--- src/rtl/uart_tx.sv ---
// sync_fifo: small generic FIFO holding bytes ahead of the serialiser.
// Latency: a pushed entry is visible at pop_dat/pop_vld the cycle after the push edge.
// Backpressure: push_rdy is high iff count < DEPTH; a same-cycle pop never frees a slot for a push.
module sync_fifo #(
    parameter int WIDTH = 8,
    parameter int DEPTH = 4
) (
    input  logic             clk,
    input  logic             reset,
    input  logic             push_vld,
    input  logic [WIDTH-1:0] push_dat,
    output logic             push_rdy,
    output logic             pop_vld,
    input  logic             pop_rdy,
    output logic [WIDTH-1:0] pop_dat
);
    localparam int AW = (DEPTH > 1) ? $clog2(DEPTH) : 1;
    localparam logic [AW:0] DEPTH_C = (AW+1)'(DEPTH);

    logic [WIDTH-1:0] mem [DEPTH];
    logic [AW-1:0]    wr_ptr;
    logic [AW-1:0]    rd_ptr;
    logic [AW:0]      count;
    logic             do_push;
    logic             do_pop;

    assign push_rdy = (count < DEPTH_C);
    assign pop_vld  = (count != '0);
    assign pop_dat  = mem[rd_ptr];
    assign do_push  = push_vld && push_rdy;
    assign do_pop   = pop_rdy && pop_vld;

    // Storage array: written only on an accepted push, so held data is immune to input changes.
    always_ff @(posedge clk) begin
        if (do_push) begin
            mem[wr_ptr] <= push_dat;
        end
    end

    // Pointers wrap naturally (power-of-2 depth); count tracks occupancy.
    always_ff @(posedge clk) begin
        if (reset) begin
            wr_ptr <= '0;
            rd_ptr <= '0;
            count  <= '0;
        end else begin
            if (do_push) begin
                wr_ptr <= wr_ptr + 1'b1;
            end
            if (do_pop) begin
                rd_ptr <= rd_ptr + 1'b1;
            end
            case ({do_push, do_pop})
                2'b10:   count <= count + 1'b1;
                2'b01:   count <= count - 1'b1;
                default: count <= count;
            endcase
        end
    end
endmodule

// uart_tx: 8N1 serial transmitter fed from a small holding FIFO.
// Latency: TxD falls 2 clocks after the accepting edge when idle with an empty FIFO.
// Backpressure: o_txReady low while the FIFO is full; offers made while low are ignored.
module uart_tx #(
    parameter int clk_freq   = 100_000_000,
    parameter int baud_rate  = 9_600,
    parameter int fifo_depth = 4
) (
    input  logic       clk,
    input  logic       reset,
    input  logic [7:0] TxData,
    input  logic       i_txValid,
    output logic       o_txReady,
    output logic       TxD,
    output logic       o_busy,
    output logic       o_txDone
);
    localparam int div_bit = clk_freq / baud_rate;
    localparam int CW      = (div_bit > 1) ? $clog2(div_bit) : 1;
    localparam logic [CW-1:0] BIT_LAST = CW'(div_bit - 1);

    typedef enum logic [1:0] {IDLE, START, DATA, STOP} state_t;

    state_t        state, state_n;
    logic [CW-1:0] baud_cnt, baud_cnt_n;
    logic [2:0]    bit_idx, bit_idx_n;
    logic [7:0]    shift, shift_n;
    logic          txd_n;
    logic          done_n;
    logic          bit_end;
    logic          fifo_vld;
    logic          fifo_pop;
    logic [7:0]    fifo_dat;

    sync_fifo #(
        .WIDTH (8),
        .DEPTH (fifo_depth)
    ) u_fifo (
        .clk      (clk),
        .reset    (reset),
        .push_vld (i_txValid),
        .push_dat (TxData),
        .push_rdy (o_txReady),
        .pop_vld  (fifo_vld),
        .pop_rdy  (fifo_pop),
        .pop_dat  (fifo_dat)
    );

    assign bit_end = (baud_cnt == BIT_LAST);
    assign o_busy  = (state != IDLE) || fifo_vld;

    // Next-state, bit sequencing and line value; TxD/o_txDone are registered one cycle behind state.
    always_comb begin
        state_n    = state;
        baud_cnt_n = bit_end ? '0 : baud_cnt + 1'b1;
        bit_idx_n  = bit_idx;
        shift_n    = shift;
        fifo_pop   = 1'b0;
        txd_n      = 1'b1;
        done_n     = 1'b0;
        case (state)
            IDLE: begin
                baud_cnt_n = '0;
                if (fifo_vld) begin
                    fifo_pop = 1'b1;
                    shift_n  = fifo_dat;
                    state_n  = START;
                end
            end
            START: begin
                txd_n = 1'b0;
                if (bit_end) begin
                    bit_idx_n = '0;
                    state_n   = DATA;
                end
            end
            DATA: begin
                txd_n = shift[0];
                if (bit_end) begin
                    shift_n   = shift >> 1;
                    bit_idx_n = bit_idx + 3'd1;
                    if (bit_idx == 3'd7) begin
                        state_n = STOP;
                    end
                end
            end
            STOP: begin
                txd_n = 1'b1;
                if (bit_end) begin
                    done_n  = 1'b1;
                    state_n = IDLE;
                end
            end
            default: state_n = IDLE;
        endcase
    end

    // State and datapath registers; reset abandons any frame and forces the line idle.
    always_ff @(posedge clk) begin
        if (reset) begin
            state    <= IDLE;
            baud_cnt <= '0;
            bit_idx  <= '0;
            shift    <= '0;
            TxD      <= 1'b1;
            o_txDone <= 1'b0;
        end else begin
            state    <= state_n;
            baud_cnt <= baud_cnt_n;
            bit_idx  <= bit_idx_n;
            shift    <= shift_n;
            TxD      <= txd_n;
            o_txDone <= done_n;
        end
    end
endmodule

--- config.mk ---
export PLATFORM = sky130hd
export DESIGN_NAME = uart_tx
export DESIGN_NICKNAME = d
export VERILOG_FILES = /design/src/rtl/uart_tx.sv
export SDC_FILE = /design/constraint.sdc
export NUM_CORES = 1
export LEC_CHECK = 0
export ABC_AREA = 1
export CAP_MARGIN = 20
export CORE_UTILIZATION = 60
export DETAILED_ROUTE_END_ITERATION = 16
export HOLD_SLACK_MARGIN = 0.08
export PLACE_DENSITY = 0.79
export SLEW_MARGIN = 10
export SYNTH_ARGS = -nofsm -noshare
export SYNTH_HDL_FRONTEND = slang
export SYNTH_SLANG_ARGS = --single-unit
--- constraint.sdc ---
create_clock -name clk -period 4.3 [get_ports clk]
set_clock_uncertainty 0.1 [all_clocks]
set_input_delay 0.43 -clock clk [delete_from_list [all_inputs] [get_ports clk]]
set_output_delay 0.43 -clock clk [all_outputs]
set_load 0.02 [all_outputs]
==> run metrics, run 1 <==
Initial Util=62.1%; r2r setup slk=2.02 ns; initial drt markers=around 150; outcome=completed; Reg power frac=39.1%; Routability Congestion=between 0.8 and 0.9; Avg Vias per Cell=roughly 5.1; Max Cap Viol=0; Slew Limit Fails=0; LEAKAGE=1.42 nW; sw frac=about 34%; nets@finish=around 420; synthesized area per cell=8.46 sq um; complex-gate fraction of the synthesized area=7.97%; vias in the first global route=2146; Reg-to-Reg End=u_fifo.count[2]$_SDFFE_PP0P_; Psw=about 770 uW; Util after Layout=between 70% and 80%; post-synthesis simple-gate area fraction=24.5%; most common cell in the synthesized netlist=nand2_1; initial antenna violation count=0; Post-synth EDFFs=32; Max-slew headroom=47.0%; Syn Nets=400; Area growth, synth to finish=14.0%; worst-margin pin slew=0.792 ns; #FFs+latches synth=70; Fillers=about 410; pin count of the biggest net entering global routing=20; top cells by area, synth=edfxtp_1 30%, dfxtp_1 24%, nand2_1 9.5%; RSZ-0062 raised after global routing=no; crit path DAT=about 1.9 ns; Synth top area share=30.3%; CTS H-tree depth=3; setup TNS=0 ns; Core Rows=26; Tot GR Track Use=a little under a quarter; final hold vios=0; DRT Pass-1 Iters=4; DRC violations left=0; Congestion Overflow GR=0; total power=2.24 mW; Worst Hold Class=reg -> reg; first-pass GRT wire length=around 9300 um; top_reg_cell synth=dfxtp_1; drt total wl=5890 um; Max VDD drop=approximately 0.34 mV; worst reg-to-reg path cell count=11; Antenna Cells=0; Tcrit/Tclk final=56.6%; Max Root-Sink Buffers=2; proportion of synthesized area in mux cells=0%; Wirelength per Cell=12.6 um; Synth Area in Adders=5.76%; die area=around 5600 sq um; Placed Cells=between 400 and 500; dpl hpwl=about 3900 um; Routed Antenna Nets=0; Final min period=2.43 ns; post-cts resize count=0; Comb pwr share=30.9%; number of synthesis warnings=0; post-synthesis xor/xnor area fraction=0.828%; type of origin of the critical path=flip-flop; cts bufs inserted=9; Power Density=621 nW/um^2; Int Pwr=1.47 mW; layout cells sized above 1=7.07%; Post-Layout Cell Count=466; Post-CTS Repair Setup Buffers=0; WHS Endpoint=baud_cnt[0]$_SDFF_PP0_; TritonCTS clock tree=yes; PortBufs=14; Vias=2362; Synth cell types=28; CP Class=reg -> out; sequential element share of the synthesized area=between 50% and 60%; CTS sink cnt=70; fmax=411 MHz; Post-Synthesis Cells=375; clock group share of total power=30.0%; Critical Path RT=3.77 ns; worst hold start=baud_cnt[0]$_SDFF_PP0_; Die Ht=74.7 um; main combinational cell family by area after synthesis=simple AND/OR/NAND/NOR gates; Die X=roughly 75 um; hold path depth=1; IO Pins=15; CTS root buffer=clkbuf_8; worst hold slack=0.361 ns; hold buffer count at cts=0; ys async rst share=0%; Final setup viols=0; clk slew on worst S/H paths=0.07 ns; Core Area=5110 sq um; Setup crit end kind=output port; worst r2r src=state[0]$_SDFFE_PP0P_; Worst-Skew Late Latency=0.34 ns; commonest cells in the netlist=80 x nand2_1, 73 x nor2_1, 38 x dfxtp_1; crit-path max FO=4; Yosys top cell by area=edfxtp_1; Mapped Area=3170 sq um
==> logic make-up (layout without fill, tap and decap cells) <==
kind of cell	Yosys count	count (layout)
and+or+nand+nor	186	186
adders and majority gates	14	14
DFF	70	70
buffers and inverters	52	73
AOI/OAI and AO/OA	50	50
xor gates and xnor gates	3	3
==> per-stage QoR <==
step | instance area [sq um] | worst slack, ns
floorplan | 3170 | 2.32
global placement | 3350 | 1.98
detailed placement | 3350 | 1.84
CTS | 3610 | 1.84
global route | 3610 | 1.78
finish | 3610 | 1.87
==> state kept, by name, indices dropped and copies added, names as in the netlist, named ones only <==
register / cells
u_fifo.mem: 32
u_fifo.wr_ptr: 2
shift: 8
TxD: 1
o_txDone: 1
u_fifo.rd_ptr: 2
u_fifo.count: 3
bit_idx: 3
baud_cnt: 14
state: 2
==> how the worst max path moves through the flow <==
stage,endpoint,slack (ns),startpoint,cells past startpoint
after floorplan,u_fifo.count[2]$_SDFFE_PP0P_,2.32,state[0]$_SDFFE_PP0P_,11
final,o_busy,1.87,state[0]$_SDFFE_PP0P_,4
after global routing,o_busy,1.78,state[0]$_SDFFE_PP0P_,4
after detailed placement,u_fifo.count[2]$_SDFFE_PP0P_,1.84,i_txValid,9
after CTS,o_busy,1.84,state[0]$_SDFFE_PP0P_,4
after global placement,u_fifo.count[2]$_SDFFE_PP0P_,1.98,i_txValid,9
==> cells in the final DEF (no fill, tap or decap) <==
| cell | instances |
|---|---|
| or2_0 | 2 |
| nor2_4 | 1 |
| o21ai_1 | 7 |
| o21ai_0 | 21 |
| clkinv_1 | 2 |
| clkbuf_8 | 10 |
| clkinvlp_4 | 1 |
| inv_2 | 4 |
| fa_1 | 1 |
| nor2_2 | 1 |
| nor2_1 | 73 |
| nand3_1 | 10 |
| nor3_1 | 8 |
| inv_1 | 37 |
| nand3b_1 | 2 |
| ha_1 | 13 |
| clkbuf_16 | 1 |
| a21oi_1 | 21 |
| edfxtp_1 | 32 |
| nand4_1 | 2 |
| nand2_1 | 80 |
| bufinv_16 | 3 |
| clkinv_2 | 1 |
| nor3b_1 | 1 |
| xor2_1 | 3 |
| clkdlybuf4s50_1 | 14 |
| dfxtp_1 | 38 |
| o211ai_1 | 1 |
| nand2_2 | 4 |
| nand2_4 | 2 |
==> final cells by class <==
cell class	count	area, sq um	area share [%]
clock buffer	11	163	4.50
clock inverter	5	103	2.84
inverter	43	161	4.47
multi-input combinational	253	1240	34.3
sequential	70	1720	47.6
tap	70	87.6	2.42
timing repair buffer	14	140	3.88
==> layer usage <==
metal	part of all wire, %	global-route usage (%)	routed length (um)
met3	3.8	8.17	221
met2	50	38.0	2950
met4	0.63	7.55	37
met1	45	27.6	2680
met5	0	0	0
==> power by group through the flow <==
| stage | combinational [mW] | clock [mW] | sequential (mW) |
|---|---|---|---|
| 2_1_floorplan | 0.561 | 0 | 0.852 |
| 3_3_place_gp | 0.649 | 0 | 0.887 |
| 3_5_place_dp | 0.678 | 0 | 0.890 |
| 4_1_cts | 0.695 | 0.687 | 0.876 |
| 5_1_grt | 0.799 | 0.715 | 0.889 |
| 6_report | 0.693 | 0.673 | 0.877 |
==> worst max-delay path: stages (launching register included) <==
cell and delay, ns:
dfxtp_1 0.40, inv_1 0.10, ha_1 0.26, nand4_1 0.17, clkdlybuf4s50_1 0.64
Power figures use the tool's default switching activity.
==> run 2: changes to the inputs <==
--- a/config.mk
+++ b/config.mk
@@ -7,10 +7,10 @@
 export LEC_CHECK = 0
 export ABC_AREA = 1
 export CAP_MARGIN = 20
-export CORE_UTILIZATION = 60
+export CORE_UTILIZATION = 59
 export DETAILED_ROUTE_END_ITERATION = 16
 export HOLD_SLACK_MARGIN = 0.08
-export PLACE_DENSITY = 0.79
+export PLACE_DENSITY = 0.78
 export SLEW_MARGIN = 10
 export SYNTH_ARGS = -nofsm -noshare
 export SYNTH_HDL_FRONTEND = slang
==> constraint.sdc (replaced) <==
create_clock -name clk -period 2.5 [get_ports clk]
set_clock_uncertainty 0.1 [all_clocks]
set_input_delay 0.25 -clock clk [delete_from_list [all_inputs] [get_ports clk]]
set_output_delay 0.25 -clock clk [all_outputs]
set_load 0.02 [all_outputs]
==> run metrics, run 2 (synthesis results as in run 1) <==
cts bufs inserted=9 (unchanged); Max VDD drop=0.675 mV (+98%); Final setup viols=0 (unchanged); vias in the first global route=2355 (+9.7%); Die Ht=75.3 um (+0.82%); Psw=1.31 mW (+71%); DRT Pass-1 Iters=4 (unchanged); IO Pins=15 (unchanged); Reg power frac=41.1% (+2.0 points); Slew Limit Fails=0 (unchanged); most frequent cells in the layout=80 x nand2_1, 73 x nor2_1, 38 x dfxtp_1, 37 x inv_1, 32 x edfxtp_1; pin count of the biggest net entering global routing=17 (-15%); Levels on crit path=4 (unchanged); Placed Cells=457 (+1.6%); setup TNS=0 ns (unchanged); Top delay family on crit path=buffers and inverters; Routability Congestion=0.788 (-2.1%); dpl hpwl=4190 um (+6.5%); Int Pwr=2.30 mW (+56%); Worst Hold Class=reg -> reg; first-pass GRT wire length=9960 um (+7.5%); CTS root buffer=clkbuf_8; Final min period=2.19 ns; Worst-Skew Late Latency=0.34 ns (about the same); die area=5670 sq um (+1.7%); Tcrit/Tclk final=between 80% and 90%; crit path DAT=1.84 ns (-0.06 ns); Core Area=5140 sq um (+0.64%); CP bufs+invs=2 (unchanged); Setup crit end kind=output port; Max-slew headroom=67.2% (+20 points); RSZ-0062 raised after global routing=no; layout cells sized above 1=7.94% (+0.87 points); Routed Antenna Nets=0 (unchanged); Initial Util=61.7% (-0.39 points); DRC violations left=0 (unchanged); CP Launch Point=state[0]$_SDFFE_PP0P_; drt total wl=5930 um (+0.82%); PortBufs=14 (unchanged); Core Rows=26 (unchanged); initial drt markers=121 (-21%); TritonCTS clock tree=yes; LEAKAGE=1.43 nW (+0.23%); sw frac=36.4% (+2.1 points); max reg flops=32 (unchanged); final hold vios=0 (unchanged); CTS sink cnt=70 (unchanged); post-cts resize count=0 (unchanged); Top reg by flops=u_fifo.mem; endpoint of the most critical setup path=o_busy; biggest regs=u_fifo.mem (32), baud_cnt (14), shift (8); Critical Path, Cell by Cell=inv_1 > ha_1 > nand4_1 > clkdlybuf4s50_1; CTS H-tree depth=3 (unchanged); initial antenna violation count=0 (unchanged); worst r2r src=state[0]$_SDFFE_PP0P_; Wirelength per Cell=12.5 um (-0.68%); crit-path max FO=4 (unchanged); type of origin of the critical path=flip-flop; worst reg-to-reg path cell count=11 (unchanged); worst hold start=baud_cnt[0]$_SDFF_PP0_; worst-margin pin slew=0.491 ns (-0.301 ns); Max Root-Sink Buffers=2 (unchanged); Die X=75.3 um (+0.82%); Reg-to-Reg End=u_fifo.count[2]$_SDFFE_PP0P_; hold buffer count at cts=0 (unchanged); Avg Vias per Cell=5.11 (+0.73%); r2r setup slk=0.32 ns (-1.70 ns); Post-CTS Repair Setup Buffers=0 (unchanged); Congestion Overflow GR=0 (unchanged); nets@finish=423 (+1.7%); Antenna Cells=0 (unchanged); Power Density=1010 nW/um^2 (+62%); Area growth, synth to finish=13.3%; outcome=completed; slowest CP cell=clkdlybuf4s50_1; Vias=2415 (+2.2%); Comb pwr share=34.5% (+3.6 points); Worst path max stage delay=0.62 ns (-0.02 ns); fmax=456 MHz; clock group share of total power=24.4% (-5.6 points); Tot GR Track Use=24.1% (+1.3 points); clk slew on worst S/H paths=0.07 ns (about the same); Critical Path RT=2.15 ns (-1.62 ns); Max Cap Viol=0 (unchanged); Post-Layout Cell Count=473 (+1.5%); CP Class=reg -> out; most common cell after layout, fill and taps aside=nand2_1
[run 2: cell count changes in the layout (fill, tap and decap cells not counted), sizes merged]
cell      delta
buf          +7
bufinv       -2
clkinv       +2
clkbuf       +1
clkinvlp     -1
[run 2: how the worst min path moves through the flow]
stage	depth (start not counted)	slack (ns)	to
4_1_cts	1	0.35	baud_cnt[0]$_SDFF_PP0_
3_3_place_gp	1	0.33	baud_cnt[0]$_SDFF_PP0_
5_1_grt	1	0.36	baud_cnt[0]$_SDFF_PP0_
3_5_place_dp	1	0.34	baud_cnt[0]$_SDFF_PP0_
2_1_floorplan	1	0.22	bit_idx[1]$_SDFFE_PP0P_
6_report	1	0.35	baud_cnt[0]$_SDFF_PP0_
[run 2: worst register-to-register path, stage by stage (launching register included)]
cell and delay [ns]:
dfxtp_1 0.34, inv_1 0.11, ha_1 0.23, nand2_1 0.09
inv_1 0.13, ha_1 0.16, inv_1 0.06, fa_1 0.37
a21oi_1 0.14, o21ai_0 0.11, o21ai_0 0.16, a21oi_1 0.06
[run 2: layer usage]
layer  up-vias  global-route usage (%)  wire [um]  share of wire (%)
met5         -                       0          0                  0
met4         0                    10.1        102                1.7
met3        11                    5.03        259                4.4
met2        51                    40.7       2780                 47
met1      1107                    30.4       2790                 47
li1       1246                       -          -                  -
[run 2: layout make-up]
class	instances	area [sq um]
multi-input combinational	253	1240
inverter	43	161
sequential	70	1720
clock inverter	4	47.5
fill	437	1550
timing repair buffer	21	193
tap	70	87.6
clock buffer	12	145
[run 2: power by group through the flow]
stage / Sequential [mW] / Clock [mW] / Combinational, mW
after floorplan: 1.47 / 0 / 0.965
after global placement: 1.50 / 0 / 1.18
after detailed placement: 1.51 / 0 / 1.23
after CTS: 1.49 / 0.895 / 1.24
after global routing: 1.50 / 0.926 / 1.43
final: 1.49 / 0.880 / 1.25
[run 2: stage by stage]
stage          util, %  total power [mW]  instance area, sq um  setup slack, ns  hold slack, ns
2_1_floorplan        -              2.43                  3170            0.523           0.219
3_3_place_gp      66.2              2.69                  3400            0.419           0.331
3_5_place_dp      66.2              2.74                  3400            0.368           0.340
4_1_cts           69.9              3.62                  3590            0.292           0.349
5_1_grt           69.9              3.86                  3590            0.162           0.360
6_report          69.9              3.61                  3590            0.309           0.349
==> run 3: changes to the inputs <==
--- a/config.mk
+++ b/config.mk
@@ -7,10 +7,10 @@
 export LEC_CHECK = 0
 export ABC_AREA = 1
 export CAP_MARGIN = 20
-export CORE_UTILIZATION = 59
+export CORE_UTILIZATION = 56
 export DETAILED_ROUTE_END_ITERATION = 16
 export HOLD_SLACK_MARGIN = 0.08
-export PLACE_DENSITY = 0.78
+export PLACE_DENSITY = 0.75
 export SLEW_MARGIN = 10
 export SYNTH_ARGS = -nofsm -noshare
 export SYNTH_HDL_FRONTEND = slang
==> run metrics, run 3 (synthesis results as in run 1) <==
outcome=completed; Area growth, synth to finish=11.5%; slowest CP cell=fa_1; DRC violations left=0 (unchanged); initial drt markers=118 (-2.5%); final hold vios=0 (unchanged); Die Ht=77.3 um (+2.6%); met3 Resource Use GR=5.12% (+0.093 points); Avg Vias per Cell=5.06 (-0.99%); Post-Layout Cell Count=472 (-0.21%); post-place setup slack=0.281 ns (-0.0867 ns); RSZ-0062 raised after global routing=no; GRT busiest layer=met2; cts bufs inserted=9 (unchanged); Routability Congestion=0.820 (+4.0%); Antenna Cells=0 (unchanged); Wirelength per Cell=11.9 um (-5.0%); type of origin of the critical path=flip-flop; most frequent cells in the layout=80 x nand2_1, 73 x nor2_1, 38 x dfxtp_1, 37 x inv_1, 32 x edfxtp_1; Top reg by flops=u_fifo.mem; hold path depth=1 (unchanged); worst hold start=baud_cnt[0]$_SDFF_PP0_; Routed Antenna Nets=0 (unchanged); most used cell, CP=inv_1; hold buffer count at cts=0 (unchanged); setup TNS=0 ns (unchanged); Power Density=967 nW/um^2 (-3.8%); Max Root-Sink Buffers=2 (unchanged); dpl hpwl=3950 um (-5.9%); crit path DAT=2.35 ns (+0.51 ns); Max VDD drop=0.483 mV (-28%); DRT Pass-1 Iters=5 (+1); Core Rows=27 (+3.8%); worst r2r src=state[1]$_SDFFE_PP0P_; Die X=77.3 um (+2.6%); die area=5970 sq um (+5.2%); IO Pins=15 (unchanged); Vias=2386 (-1.2%); Final min period=2.23 ns (+0.0412 ns); Util after Layout=64.6% (-5.3 points); Worst-Skew Late Latency=0.33 ns (about the same); Post-CTS Repair Setup Buffers=0 (unchanged); Congestion Overflow GR=0 (unchanged); Setup crit end kind=flip-flop; Tcrit/Tclk final=89.3% (+1.6 points); pin count of the biggest net entering global routing=20 (+3); WHS Endpoint=baud_cnt[0]$_SDFF_PP0_; CTS sink cnt=70 (unchanged); nets@finish=421 (-0.47%); CTS root buffer=clkbuf_8; crit-path max FO=5 (+1); CTS H-tree depth=3 (unchanged); Final setup viols=0 (unchanged); vias in the first global route=2241 (-4.8%); Max Cap Viol=0 (unchanged); initial antenna violation count=0 (unchanged); Reg power frac=43.3% (+2.2 points); met2 Use GR=32.1% (-8.6 points); register area=1720 sq um (unchanged); most common cell after layout, fill and taps aside=nand2_1; Psw=1.26 mW (-3.9%); worst reg-to-reg path cell count=11 (unchanged); clock group share of total power=21.0% (-3.4 points); Worst Hold Class=reg -> reg; final worst-path setup slack=0.268 ns (-0.0412 ns); Slew Limit Fails=0 (unchanged); first-pass GRT wire length=9940 um (-0.14%); CP Class=reg -> reg; layout cells sized above 1=6.75% (-1.2 points); biggest regs=u_fifo.mem (32), baud_cnt (14), shift (8); Int Pwr=2.16 mW (-6.2%); max reg flops=32 (unchanged); met1 Usage GRT=29.0% (-1.3 points); fmax=448 MHz (-1.8%); Critical Path RT=2.61 ns (+0.46 ns); Max-slew headroom=66.7% (-0.53 points); clk slew on worst S/H paths=0.07 ns (about the same); total power=3.42 mW (-5.4%); drt total wl=5620 um (-5.2%); Comb pwr share=35.7% (+1.2 points); Core Area=5470 sq um (+6.5%); Tot GR Track Use=21.6% (-2.6 points); Fillers=464 (+6.2%); Placed Cells=457 (unchanged); r2r setup slk=0.27 ns (-0.05 ns); Critical Path, Cell by Cell=inv_1 > ha_1 > nand2_1 > inv_1 > ha_1 > inv_1 > fa_1 > a21oi_1 > o21ai_0 > o21ai_0 > a21oi_1; worst-margin pin slew=0.497 ns (+0.00608 ns); TritonCTS clock tree=yes; PortBufs=14 (unchanged); Initial Util=58.0% (-3.8 points); area of the multi-input gates=1240 sq um (unchanged); Reg-to-Reg End=u_fifo.count[2]$_SDFFE_PP0P_; Worst path max stage delay=0.37 ns (-0.25 ns); LEAKAGE=1.40 nW (-2.3%); post-cts resize count=0 (unchanged); sw frac=36.9% (+0.56 points)
==> run 3: layer usage <==
metal / routed length [um] / part of all wire, %
met1: 2770 / 49
met2: 2510 / 45
met3: 230 / 4.1
met4: 110 / 2.0
met5: 0 / 0
==> run 3: worst max-delay path: cells and delay by family, from the launching register on <==
family,cells,cell delay [ns]
simple gates,1,0.11
buf+inv,3,0.31
compound gates,4,0.46
flops,1,0.34
fa+ha+maj,3,0.78
==> run 3: power groups by stage <==
| stage | clock network (mW) | logic, mW | registers, mW |
|---|---|---|---|
| floorplan | 0 | 0.965 | 1.47 |
| global placement | 0 | 1.18 | 1.50 |
| detailed placement | 0 | 1.22 | 1.51 |
| CTS | 0.738 | 1.22 | 1.48 |
| global route | 0.782 | 1.43 | 1.50 |
| finish | 0.720 | 1.22 | 1.48 |
==> run 3: stage by stage <==
step	cell area, sq um	hold WS, ns
final	3540	0.352
after global placement	3390	0.335
after floorplan	3170	0.219
after global routing	3540	0.382
after CTS	3540	0.352
after detailed placement	3390	0.343
==> run 3: worst max path at each step <==
stage                                startpoint                            to  slack, ns
after floorplan           state[0]$_SDFFE_PP0P_  u_fifo.count[2]$_SDFFE_PP0P_       0.52
after detailed placement              i_txValid  u_fifo.count[2]$_SDFFE_PP0P_       0.28
after global routing      state[0]$_SDFFE_PP0P_         shift[6]$_SDFFE_PP0P_       0.12
final                     state[1]$_SDFFE_PP0P_  u_fifo.count[2]$_SDFFE_PP0P_       0.27
after global placement                i_txValid  u_fifo.count[2]$_SDFFE_PP0P_       0.35
after CTS                 state[1]$_SDFFE_PP0P_  u_fifo.count[2]$_SDFFE_PP0P_       0.29
==> run 3: layout make-up <==
class	instances	area share [%]
flip-flops and latches	70	48.7
multi-input cells	253	35.0
repair buffers	19	5.02
inverters	43	4.56
clock buffers	12	3.82
well taps	72	2.55
clock inverters	3	0.354
